==> src/rtl/packet_receiver.sv <==
// packet_receiver: parses SRC/DST/SIZE/DATA/CRC link packets, checks the XOR
// checksum and commits good packets into a multi-slot buffer read by byte offset.
//   clk, rst (async, active-low)
//   packet_in/packet_in_valid : link byte stream, one packet per valid burst
//   raddr_in/rdata            : combinational byte read of the head slot
//   rinc                      : release head slot
//   rempty/wfull              : buffer status from registered pointers
//   crc_err/frame_err/drop    : one-cycle discard pulses
module packet_receiver #(
    parameter int UWIDTH    = 8,
    parameter int PTR_IN_SZ = 4,
    parameter int PTR_SZ    = 2
) (
    input  logic                 clk,
    input  logic                 rst,
    input  logic [UWIDTH-1:0]    packet_in,
    input  logic                 packet_in_valid,
    input  logic [PTR_IN_SZ-1:0] raddr_in,
    input  logic                 rinc,
    output logic [UWIDTH-1:0]    rdata,
    output logic                 rempty,
    output logic                 wfull,
    output logic                 crc_err,
    output logic                 frame_err,
    output logic                 drop
);
    typedef enum logic [2:0] {IDLE, HDR, SIZE, DATA, CRC, FLUSH} state_t;

    state_t               state_q;
    logic [PTR_SZ:0]      wptr_q, rptr_q;
    logic [PTR_IN_SZ-1:0] woff_q;
    logic [2:0]           dcnt_q;
    logic [UWIDTH-1:0]    xor_q;
    logic                 commit_q;
    logic [UWIDTH-1:0]    mem [2**PTR_SZ][2**PTR_IN_SZ];

    logic                 in_pkt, start, wr_en, commit, gap;
    logic [PTR_IN_SZ-1:0] waddr;

    assign rempty = wptr_q == rptr_q;
    assign wfull  = (wptr_q[PTR_SZ] != rptr_q[PTR_SZ]) && (wptr_q[PTR_SZ-1:0] == rptr_q[PTR_SZ-1:0]);
    assign in_pkt = state_q inside {HDR, SIZE, DATA, CRC};
    // A byte right after a commit is a framing error, so it never opens a packet.
    assign start  = state_q == IDLE && packet_in_valid && !commit_q && !wfull;
    assign wr_en  = start || (in_pkt && packet_in_valid);
    assign waddr  = state_q == IDLE ? '0 : woff_q;
    assign commit = state_q == CRC && packet_in_valid && packet_in == xor_q;
    assign gap    = in_pkt && !packet_in_valid;
    assign rdata  = mem[rptr_q[PTR_SZ-1:0]][raddr_in];

    always_ff @(posedge clk) begin
        if (wr_en) mem[wptr_q[PTR_SZ-1:0]][waddr] <= packet_in;
    end

    always_ff @(posedge clk or negedge rst) begin
        if (!rst) begin
            state_q   <= IDLE;
            wptr_q    <= '0;
            rptr_q    <= '0;
            woff_q    <= '0;
            dcnt_q    <= '0;
            xor_q     <= '0;
            commit_q  <= 1'b0;
            crc_err   <= 1'b0;
            frame_err <= 1'b0;
            drop      <= 1'b0;
        end else begin
            commit_q  <= commit;
            crc_err   <= state_q == CRC && packet_in_valid && !commit;
            frame_err <= gap || (state_q == IDLE && packet_in_valid && commit_q);
            drop      <= state_q == IDLE && packet_in_valid && !commit_q && wfull;
            if (commit) wptr_q <= wptr_q + (PTR_SZ+1)'(1);
            if (rinc && !rempty) rptr_q <= rptr_q + (PTR_SZ+1)'(1);
            if (wr_en) begin
                woff_q <= waddr + PTR_IN_SZ'(1);
                xor_q  <= start ? packet_in : xor_q ^ packet_in;
            end
            case (state_q)
                IDLE:    state_q <= !packet_in_valid ? IDLE : start ? HDR : FLUSH;
                HDR:     state_q <= packet_in_valid ? SIZE : IDLE;
                SIZE: begin
                    state_q <= packet_in_valid ? DATA : IDLE;
                    dcnt_q  <= packet_in[2:0];
                end
                DATA: begin
                    state_q <= !packet_in_valid ? IDLE : dcnt_q == 3'd0 ? CRC : DATA;
                    dcnt_q  <= dcnt_q - 3'd1;
                end
                CRC:     state_q <= !packet_in_valid || commit ? IDLE : FLUSH;
                FLUSH:   state_q <= packet_in_valid ? FLUSH : IDLE;
                default: state_q <= IDLE;
            endcase
        end
    end
endmodule

==> config.mk <==
export PLATFORM = sky130hd
export DESIGN_NAME = packet_receiver
export DESIGN_NICKNAME = d
export VERILOG_FILES = /design/src/rtl/packet_receiver.sv
export SDC_FILE = /design/constraint.sdc
export NUM_CORES = 1
export LEC_CHECK = 0
export CAP_MARGIN = 40
export CORE_ASPECT_RATIO = 0.7
export CORE_MARGIN = 8
export CORE_UTILIZATION = 62
export CTS_BUF_LIST = sky130_fd_sc_hd__clkbuf_16
export CTS_CLUSTER_SIZE = 10
export DETAILED_ROUTE_END_ITERATION = 10
export GPL_TIMING_DRIVEN = 0
export HOLD_SLACK_MARGIN = 0.1
export PLACE_DENSITY = 0.79
export SLEW_MARGIN = 25
export SYNTH_ARGS = -nofsm -noshare
export SYNTH_HDL_FRONTEND = slang
export SYNTH_SLANG_ARGS = --single-unit
==> constraint.sdc <==
create_clock -name clk -period 2.6 [get_ports clk]
set_input_delay 0.26 -clock clk [delete_from_list [all_inputs] [get_ports clk]]
set_output_delay 0.26 -clock clk [all_outputs]
set_load 0.05 [all_outputs]
==> results of run 1 <==
[cell usage in the layout (no fill, tap or decap), types with 5 or more instances in the layout]
cell type / count
sky130_fd_sc_hd__a21oi_1: 8
sky130_fd_sc_hd__a22oi_1: 5
sky130_fd_sc_hd__a22oi_2: 9
sky130_fd_sc_hd__buf_12: 20
sky130_fd_sc_hd__buf_16: 6
sky130_fd_sc_hd__buf_2: 10
sky130_fd_sc_hd__buf_4: 60
sky130_fd_sc_hd__buf_6: 26
sky130_fd_sc_hd__clkbuf_1: 10
sky130_fd_sc_hd__clkbuf_16: 59
sky130_fd_sc_hd__clkdlybuf4s50_1: 7
sky130_fd_sc_hd__dfrtp_1: 26
sky130_fd_sc_hd__edfxtp_1: 512
sky130_fd_sc_hd__ha_1: 10
sky130_fd_sc_hd__inv_1: 28
sky130_fd_sc_hd__mux2_2: 9
sky130_fd_sc_hd__mux2i_1: 5
sky130_fd_sc_hd__mux2i_4: 8
sky130_fd_sc_hd__mux4_2: 124
sky130_fd_sc_hd__nand2_1: 53
sky130_fd_sc_hd__nand2_2: 11
sky130_fd_sc_hd__nand2b_1: 6
sky130_fd_sc_hd__nand3_1: 10
sky130_fd_sc_hd__nor2_1: 29
sky130_fd_sc_hd__nor2_2: 17
sky130_fd_sc_hd__nor2_4: 44
sky130_fd_sc_hd__nor2b_1: 8
sky130_fd_sc_hd__nor3_1: 15
sky130_fd_sc_hd__o21ai_0: 9
sky130_fd_sc_hd__o21ai_2: 6
sky130_fd_sc_hd__o221ai_1: 5
sky130_fd_sc_hd__o22ai_1: 12
sky130_fd_sc_hd__xnor2_1: 12
sky130_fd_sc_hd__xor2_1: 9
[Yosys cell counts, types with 11 or more instances]
library cell,number
sky130_fd_sc_hd__nand3_1,11
sky130_fd_sc_hd__nor2_1,90
sky130_fd_sc_hd__clkbuf_1,18
sky130_fd_sc_hd__buf_6,13
sky130_fd_sc_hd__a22oi_1,14
sky130_fd_sc_hd__o22ai_1,19
sky130_fd_sc_hd__ha_1,11
sky130_fd_sc_hd__mux2i_1,13
sky130_fd_sc_hd__edfxtp_1,512
sky130_fd_sc_hd__o21ai_0,11
sky130_fd_sc_hd__nor3_1,19
sky130_fd_sc_hd__xnor2_1,12
sky130_fd_sc_hd__nand2_1,65
sky130_fd_sc_hd__dfrtp_1,28
sky130_fd_sc_hd__mux4_2,124
sky130_fd_sc_hd__buf_2,13
sky130_fd_sc_hd__inv_1,17
[worst max path at each step]
| stage | slack [ns] | cells after the start | startpoint | to |
|---|---|---|---|---|
| after floorplan | 0.13 | 8 | rptr_q[1] | rdata[7] |
| final | -0.69 | 9 | rptr_q[0] | rdata[6] |
| after CTS | -0.56 | 8 | rptr_q[0] | rdata[3] |
| after global routing | -0.71 | 9 | rptr_q[0] | rdata[6] |
| after global placement | -1.18 | 8 | raddr_in[2] | rdata[3] |
| after detailed placement | -1.20 | 8 | raddr_in[2] | rdata[7] |
[metal layers]
metal	vias up	track usage
met5	-	0
met4	0	0.111
met3	215	0.110
met2	1299	0.454
met1	6324	0.424
li1	4777	-
[power by group through the flow]
stage | sequential [W] | combinational [W] | clock, W
finish | 0.0101 | 0.00825 | 0.00731
global route | 0.0101 | 0.00842 | 0.00756
CTS | 0.0100 | 0.00755 | 0.00716
detailed placement | 0.0102 | 0.00624 | 0
global placement | 0.0102 | 0.00613 | 0
floorplan | 0.0102 | 0.00408 | 0
[per-stage QoR]
stage	instances	cell area [µm²]
2_1_floorplan	1107	21500
3_3_place_gp	1605	22300
3_5_place_dp	1632	22500
4_1_cts	1739	25200
5_1_grt	1751	25600
6_report	1751	25600
[registers in the layout, indices dropped and copies added, names as in the netlist]
name	cells
mem	512
xor_q	8
woff_q	4
dcnt_q	3
rptr_q	3
state_q	3
wptr_q	3
commit_q	1
crc_err	1
drop	1
frame_err	1
[final cells by class]
class | instances | area (µm²) | area share
sequential | 540 | 16100 | 0.628
multi-input combinational | 495 | 5740 | 0.224
clock buffer | 59 | 1480 | 0.0576
timing repair buffer | 100 | 1030 | 0.0403
tap | 472 | 591 | 0.0231
buffer | 53 | 557 | 0.0217
clock inverter | 15 | 71.3 | 0.00278
inverter | 17 | 63.8 | 0.00249
[critical path: stages (launching register included)]
cell,delay [ns]
sky130_fd_sc_hd__dfrtp_1,0.43
sky130_fd_sc_hd__buf_6,0.20
sky130_fd_sc_hd__buf_12,0.19
sky130_fd_sc_hd__buf_12,0.16
sky130_fd_sc_hd__buf_4,0.13
sky130_fd_sc_hd__mux4_2,0.53
sky130_fd_sc_hd__o22ai_1,0.24
sky130_fd_sc_hd__o21ai_2,0.12
sky130_fd_sc_hd__a22o_1,0.26
sky130_fd_sc_hd__buf_6,0.16
[logic make-up (layout without fill, tap and decap cells)]
| logic type | Yosys count | in the layout | share of synthesized area |
|---|---|---|---|
| muxes | 146 | 146 | 0.141 |
| buffers and inverters | 72 | 244 | 0.0195 |
| adders and majority gates | 11 | 11 | 0.00641 |
| xor gates and xnor gates | 23 | 23 | 0.0101 |
| and+or+nand+nor | 216 | 216 | 0.0432 |
| DFF | 540 | 540 | 0.749 |
| AOI/OAI and AO/OA | 99 | 99 | 0.0315 |
[timing repair]
action / in CTS / in global routing
setup endpoints to repair: 475 / 473
buffers inserted: 29 / 15
pin swaps: 26 / 19
hold buffers: 1 / 0
hold endpoints to repair: 28 / 0
gates resized for setup: 250 / 67
gates cloned: 3 / 0
==> out/summary.log, run 1 <==
INFO  global_route   via_count_of_the_first_global_routing_pass=12400
INFO  clock_tree     numClockSinks=540
INFO  cells_and_area final.fill_count=1829
INFO  critical_path  crit_path_end_kind=output port
INFO  timing         timing.final.max_slew_violations=0
INFO  timing         timing.final.crit_share=1.26
INFO  detailed_routing met1_wire_length=22.3mm
INFO  status         violations=negative setup slack
INFO  global_route   grt_use_total=0.307
INFO  detailed_routing drt-initial-drc-count=2113
INFO  placed_design  pre_cts_slack=-1.20ns
INFO  timing         setup_repair_after_global_routing_missed_its_margin=yes
INFO  power_and_ir_drop switching_portion_of_total_power=0.321
INFO  cells_and_area utilization=0.745
INFO  logic_synthesis synthFlopType=sky130_fd_sc_hd__edfxtp_1
INFO  min_path       min-delay-path-class=in -> reg
INFO  critical_path  regToRegSetupSlack=0.01ns
INFO  cells_and_area diodes=0
INFO  clock_tree     clock_tree.htree_level_count=2
INFO  floorplanning  core_region_area=0.0344mm²
INFO  clock_tree     cts_root_buffer=sky130_fd_sc_hd__clkbuf_16
INFO  detailed_routing ant_nets=0
INFO  logic_synthesis yosys_warnings=0
INFO  critical_path  crit_required=2.34ns
INFO  logic_synthesis postSynthAreaPerCell=19.4µm²
INFO  global_route   grt_max_degree=70
INFO  detailed_routing wirelength=64.0mm
INFO  critical_path  timing.critical_path.from_type=flip-flop
INFO  power_and_ir_drop power.share.combinational=0.322
INFO  floorplanning  row_count=57
INFO  global_route   antenna_found_initial=0
INFO  floorplanning  initial_utilization=0.625
INFO  logic_synthesis synth_enable_flop_cells=512
INFO  detailed_routing met3_length=10.5mm
INFO  detailed_routing route.detailed.wl_per_inst=36.6µm
INFO  timing         fmax=304MHz
INFO  timing         final_critical_path_setup_slack=-0.689ns
INFO  logic_synthesis library_cells_used_by_synthesis=49
INFO  power_and_ir_drop power_frac_clock=0.285
INFO  detailed_routing route.met2.wl=28.6mm
INFO  timing         clock_skew=0.0270ns
INFO  timing         finalCriticalPeriod=3.29ns
INFO  cells_and_area layout-area-overhead-vs-synth=19.3%
INFO  placed_design  globalplace.congestion=0.968
INFO  power_and_ir_drop power_report.internal_total=0.0174W
INFO  timing         max-slew-margin-rel=0.373
INFO  critical_path  crit_reg_reg_startpoint=rptr_q[0]
INFO  cells_and_area drive_above_1_share=0.358
INFO  power_and_ir_drop power.ir.vdd_worst=0.000850V
INFO  logic_synthesis synth-async-reset-ratio=0.0519
INFO  power_and_ir_drop finalPower=0.0256W
INFO  detailed_routing drc=0
INFO  timing         finalSetupViolCount=8
INFO  run            max_cap_violations=0
INFO  logic_synthesis netlist_instances=1107
INFO  logic_synthesis most_area_consuming_cells_after_synthesis=sky130_fd_sc_hd__edfxtp_1, sky130_fd_sc_hd__mux4_2, sky130_fd_sc_hd__dfrtp_1
INFO  logic_synthesis synthesis.nets=1134
INFO  timing         setup_total_negative_slack=-5.23ns
INFO  critical_path  worst_r2r_endpoint=mem[2][96]
INFO  min_path       hold_path_end=mem[0][37]
INFO  power_and_ir_drop pwr-share-seq=0.393
INFO  floorplanning  die_height=172µm
INFO  clock_tree     path_clk_slew=0.06ns
INFO  floorplanning  pin_count=29
INFO  floorplanning  floorplan.die.width=238µm
INFO  power_and_ir_drop power.net_switching=0.00822W
INFO  min_path       hold_start=packet_in[5]
INFO  clock_tree     clock_path_buffers=3
INFO  logic_synthesis syn-cell-area=0.0215mm²
INFO  clock_tree     cts_inserted_buffers=59
INFO  power_and_ir_drop power.density_cell_area=1000mW/mm²
INFO  logic_synthesis yosys_register_bits=540
INFO  cells_and_area final_nets=1293
INFO  critical_path  rr_worst_depth=9
INFO  timing         final_hold_vio_count=0
INFO  detailed_routing routed_via_density=7.20
INFO  floorplanning  dieArea=0.0409mm²
INFO  critical_path  setup.worst_path.class=reg -> out
INFO  clock_tree     cts_tree=done
INFO  global_route   gr-total-overflow=0
INFO  logic_synthesis seq_area_frac_synth=0.749
INFO  timing         worst_slew_pin_slew=0.941ns
INFO  detailed_routing maxUsedRoutingLayer=met4
INFO  placed_design  hpwl=36.1mm
INFO  detailed_routing drt-pass1-iter-count=7
INFO  timing         timing.hold.ws=0.187ns
INFO  clock_tree     clock_latency_reported_for_the_late_side_of_the_worst_skew_pair=0.63ns
INFO  placed_design  place.port_buffers=26
INFO  status         status=complete, but fails checks
INFO  power_and_ir_drop power.leakage=8.26nW
INFO  critical_path  critPathArrivalTime=3.03ns
INFO  critical_path  crit_path_max_fanout=5
INFO  logic_synthesis yosysTopAreaCellShare=0.716
INFO  detailed_routing dr_total_vias=12600
INFO  min_path       min_path_cells=1
INFO  global_route   grt_first_pass_wirelength=88.0mm
INFO  logic_synthesis synthDominantAreaCellType=sky130_fd_sc_hd__edfxtp_1
Power figures use the tool's default switching activity.
==> run 2: changes to the inputs <==
Settings changed: CTS_CLUSTER_DIAMETER set to 100.
==> results of run 2 <==
Final layout, timing and power as in run 1 (identical DEF).
==> run 3: changes to the inputs <==
Settings changed: CELL_PAD_IN_SITES_DETAIL_PLACEMENT set to 1, CELL_PAD_IN_SITES_GLOBAL_PLACEMENT set to 2, CORE_UTILIZATION 62 to 49, PLACE_DENSITY 0.79 to unset, PLACE_DENSITY_LB_ADDON set to 0.1.
==> run 3 against run 2 <==
  * The run still ends with negative setup slack left
  * Design area rose by 1.6%
  * Sequential share of layout area shrank 1.0 points
  * Clock power shrank 0.5%
  * Wire length shrank 4.0%
==> out/summary.log, run 3 (synthesis results as in run 1) <==
INFO  clock_tree     clock_path_buffers=3 [unchanged]
INFO  cells_and_area design_area=0.0260mm² [+1.6%]
INFO  timing         final_critical_path_setup_slack=-0.570ns [+0.118 ns]
INFO  detailed_routing route.met2.wl=26.4mm [-7.6%]
INFO  critical_path  worst_r2r_endpoint=mem[2][3]
INFO  power_and_ir_drop pwr-share-seq=0.389 [-0.004]
INFO  cells_and_area layout_common_cells=sky130_fd_sc_hd__edfxtp_1, sky130_fd_sc_hd__mux4_2, sky130_fd_sc_hd__buf_4
INFO  floorplanning  core_region_area=0.0435mm² [+26%]
INFO  clock_tree     cts_root_buffer=sky130_fd_sc_hd__clkbuf_16
INFO  clock_tree     cts_tree=done
INFO  power_and_ir_drop power.leakage=8.44nW [+2.1%]
INFO  timing         setup_repair_after_global_routing_missed_its_margin=yes
INFO  power_and_ir_drop power_frac_clock=0.282 [-0.003]
INFO  timing         max-slew-margin-rel=0.456 [+0.0827]
INFO  clock_tree     cts_inserted_buffers=59 [unchanged]
INFO  floorplanning  pin_count=29 [unchanged]
INFO  power_and_ir_drop power.net_switching=0.00804W [-2.2%]
INFO  timing         timing.final.max_slew_violations=0 [unchanged]
INFO  placed_design  placed_cell_area=0.0228mm² [+1.1%]
INFO  critical_path  regToRegSetupSlack=0.11ns [+0.10 ns]
INFO  timing         fmax=315MHz [+3.7%]
INFO  status         status=complete, but fails checks
INFO  critical_path  crit_reg_reg_startpoint=state_q[2]
INFO  cells_and_area instances_no_fill=1892 [+8.1%]
INFO  global_route   antenna_found_initial=3 [+3]
INFO  placed_design  place.port_buffers=26 [unchanged]
INFO  min_path       min_path_cells=1 [unchanged]
INFO  critical_path  critPathArrivalTime=2.91ns [-0.12 ns]
INFO  global_route   grt_use_total=0.242 [-0.0650]
INFO  global_route   grt_first_pass_wirelength=87.2mm [-0.86%]
INFO  placed_design  dp_cells=1760 [+7.8%]
INFO  power_and_ir_drop power.ir.vdd_worst=0.000713V [-16%]
INFO  cells_and_area drive_above_1_share=0.368 [+0.00968]
INFO  critical_path  crit_required=2.34ns [about the same]
INFO  power_and_ir_drop finalPower=0.0258W [+0.47%]
INFO  detailed_routing met1_wire_length=27.4mm [+23%]
INFO  timing         timing.final.crit_share=1.22 [-0.0455]
INFO  timing         clock_skew=0.0215ns [-0.00555 ns]
INFO  floorplanning  floorplan.die.width=266µm [+12%]
INFO  critical_path  crit_path_end_kind=output port
INFO  timing         final_hold_vio_count=0 [unchanged]
INFO  floorplanning  dieArea=0.0509mm² [+24%]
INFO  floorplanning  initial_utilization=0.494 [-0.131]
INFO  detailed_routing drt-initial-drc-count=1569 [-26%]
INFO  clock_tree     numClockSinks=540 [unchanged]
INFO  power_and_ir_drop switching_portion_of_total_power=0.312 [-0.00844]
INFO  power_and_ir_drop power.density_cell_area=990mW/mm² [-1.1%]
INFO  timing         finalSetupViolCount=8 [unchanged]
INFO  cells_and_area layout-area-overhead-vs-synth=21.2%
INFO  floorplanning  die_height=191µm [+11%]
INFO  power_and_ir_drop power_report.internal_total=0.0177W [+1.7%]
INFO  global_route   grt_max_degree=68 [-2.9%]
INFO  timing         worst_slew_pin_slew=0.815ns [-0.126 ns]
INFO  placed_design  globalplace.congestion=0.921 [-4.8%]
INFO  clock_tree     path_clk_slew=0.06ns [about the same]
INFO  detailed_routing routed_via_density=6.22 [-14%]
INFO  detailed_routing ant_nets=0 [unchanged]
INFO  critical_path  rr_worst_depth=8 [-1]
INFO  detailed_routing maxUsedRoutingLayer=met4
INFO  min_path       min-delay-path-class=in -> reg
INFO  run            max_cap_violations=0 [unchanged]
INFO  detailed_routing wirelength=61.5mm [-4.0%]
INFO  timing         timing.hold.ws=0.120ns [-0.0662 ns]
INFO  detailed_routing dr_total_vias=11800 [-6.7%]
INFO  cells_and_area final_nets=1298 [+0.39%]
INFO  global_route   via_count_of_the_first_global_routing_pass=12000 [-3.0%]
INFO  global_route   gr-total-overflow=0 [unchanged]
INFO  critical_path  critical_path.endpoint=rdata[2]
INFO  status         violations=negative setup slack
INFO  power_and_ir_drop power.share.combinational=0.329 [+0.007]
INFO  detailed_routing route.detailed.wl_per_inst=32.5µm [-11%]
INFO  detailed_routing drt-pass1-iter-count=7 [unchanged]
INFO  critical_path  setup.worst_path.class=reg -> out
INFO  cells_and_area largest_register_ff_count=512 [unchanged]
INFO  detailed_routing drc=0 [unchanged]
INFO  floorplanning  row_count=64 [+12%]
INFO  critical_path  timing.critical_path.from_type=flip-flop
INFO  critical_path  crit_path_max_fanout=10 [+5]
INFO  cells_and_area final_common_cell=sky130_fd_sc_hd__edfxtp_1
INFO  detailed_routing met3_length=6.67mm [-36%]
INFO  clock_tree     clock_tree.htree_level_count=2 [unchanged]
INFO  clock_tree     clock_latency_reported_for_the_late_side_of_the_worst_skew_pair=0.60ns [-0.03 ns]
INFO  critical_path  timing.critical_path.from=rptr_q[0]
INFO  placed_design  hpwl=40.5mm [+12%]
INFO  timing         finalCriticalPeriod=3.17ns [-0.118 ns]
## run 3: cell types whose count changed in the layout (fill, tap and decap cells not counted), moves of 4 or more
cell                      previous run  this run
sky130_fd_sc_hd__nand2_1            53        47
sky130_fd_sc_hd__inv_1              28        42
sky130_fd_sc_hd__buf_4              60        68
sky130_fd_sc_hd__o22ai_2             3         8
sky130_fd_sc_hd__buf_8               4         8
sky130_fd_sc_hd__nor2_2             17        22
sky130_fd_sc_hd__nand2_2            11        16
sky130_fd_sc_hd__buf_6              26        19
sky130_fd_sc_hd__o22ai_1            12         5
## run 3: worst min-delay path by stage
stage	slack, ns	endpoint	start
detailed placement	0.34	rptr_q[1]	rst
floorplan	-0.04	commit_q	rst
CTS	0.11	mem[0][36]	packet_in[4]
global placement	0.47	dcnt_q[1]	dcnt_q[1]
global route	0.13	mem[0][36]	packet_in[4]
finish	0.12	mem[0][42]	packet_in[2]
## run 3: what timing repair did
| item | in CTS | in global routing |
|---|---|---|
| hold endpoints to repair | 28 | 0 |
| cloned | 3 | 0 |
| setup buffers | 22 | 20 |
| hold buffers | 1 | 0 |
| pin swaps | 26 | 20 |
| setup endpoints to repair | 504 | 294 |
| gates resized for setup | 286 | 57 |
## run 3: power by group through the flow
stage | registers (W) | logic (W) | clock network (W)
floorplan | 0.0102 | 0.00408 | 0
global placement | 0.0102 | 0.00640 | 0
detailed placement | 0.0102 | 0.00648 | 0
CTS | 0.0100 | 0.00790 | 0.00737
global route | 0.0100 | 0.00880 | 0.00768
finish | 0.0100 | 0.00846 | 0.00727
## run 3: area by class of cell
cell class / instances / area (µm²)
Fill cell: 3701 / 17500
Timing Repair Buffer: 105 / 1080
Antenna cell: 1 / 2.50
Clock buffer: 60 / 1500
Sequential cell: 540 / 16100
Tap cell: 594 / 743
Buffer: 53 / 633
Inverter: 17 / 63.8
Multi-Input combinational cell: 495 / 5810
Clock inverter: 27 / 119
## run 3: per-stage QoR
stage,worst slack (ns),TNS [ns],utilization
floorplan,0.126,0,-
global placement,-1.93,-510.33,0.517
detailed placement,-1.54,-229.36,0.524
CTS,-0.586,-4.29,0.589
global route,-0.646,-5.24,0.598
finish,-0.570,-4.36,0.598
## run 3: critical path: stages (launching register included)
cell and delay [ns]:
sky130_fd_sc_hd__dfrtp_1 0.37, sky130_fd_sc_hd__buf_6 0.18, sky130_fd_sc_hd__buf_12 0.16, sky130_fd_sc_hd__buf_16 0.18, sky130_fd_sc_hd__mux4_2 0.54, sky130_fd_sc_hd__a22oi_2 0.22
sky130_fd_sc_hd__nand2_1 0.10, sky130_fd_sc_hd__a22oi_2 0.26, sky130_fd_sc_hd__o21ai_4 0.14, sky130_fd_sc_hd__buf_8 0.17
## run 3: routing by layer
layer	GRT usage	vias up
met5	0	-
met4	0.0559	0
met3	0.0797	70
met2	0.341	601
met1	0.364	6298
li1	-	4801
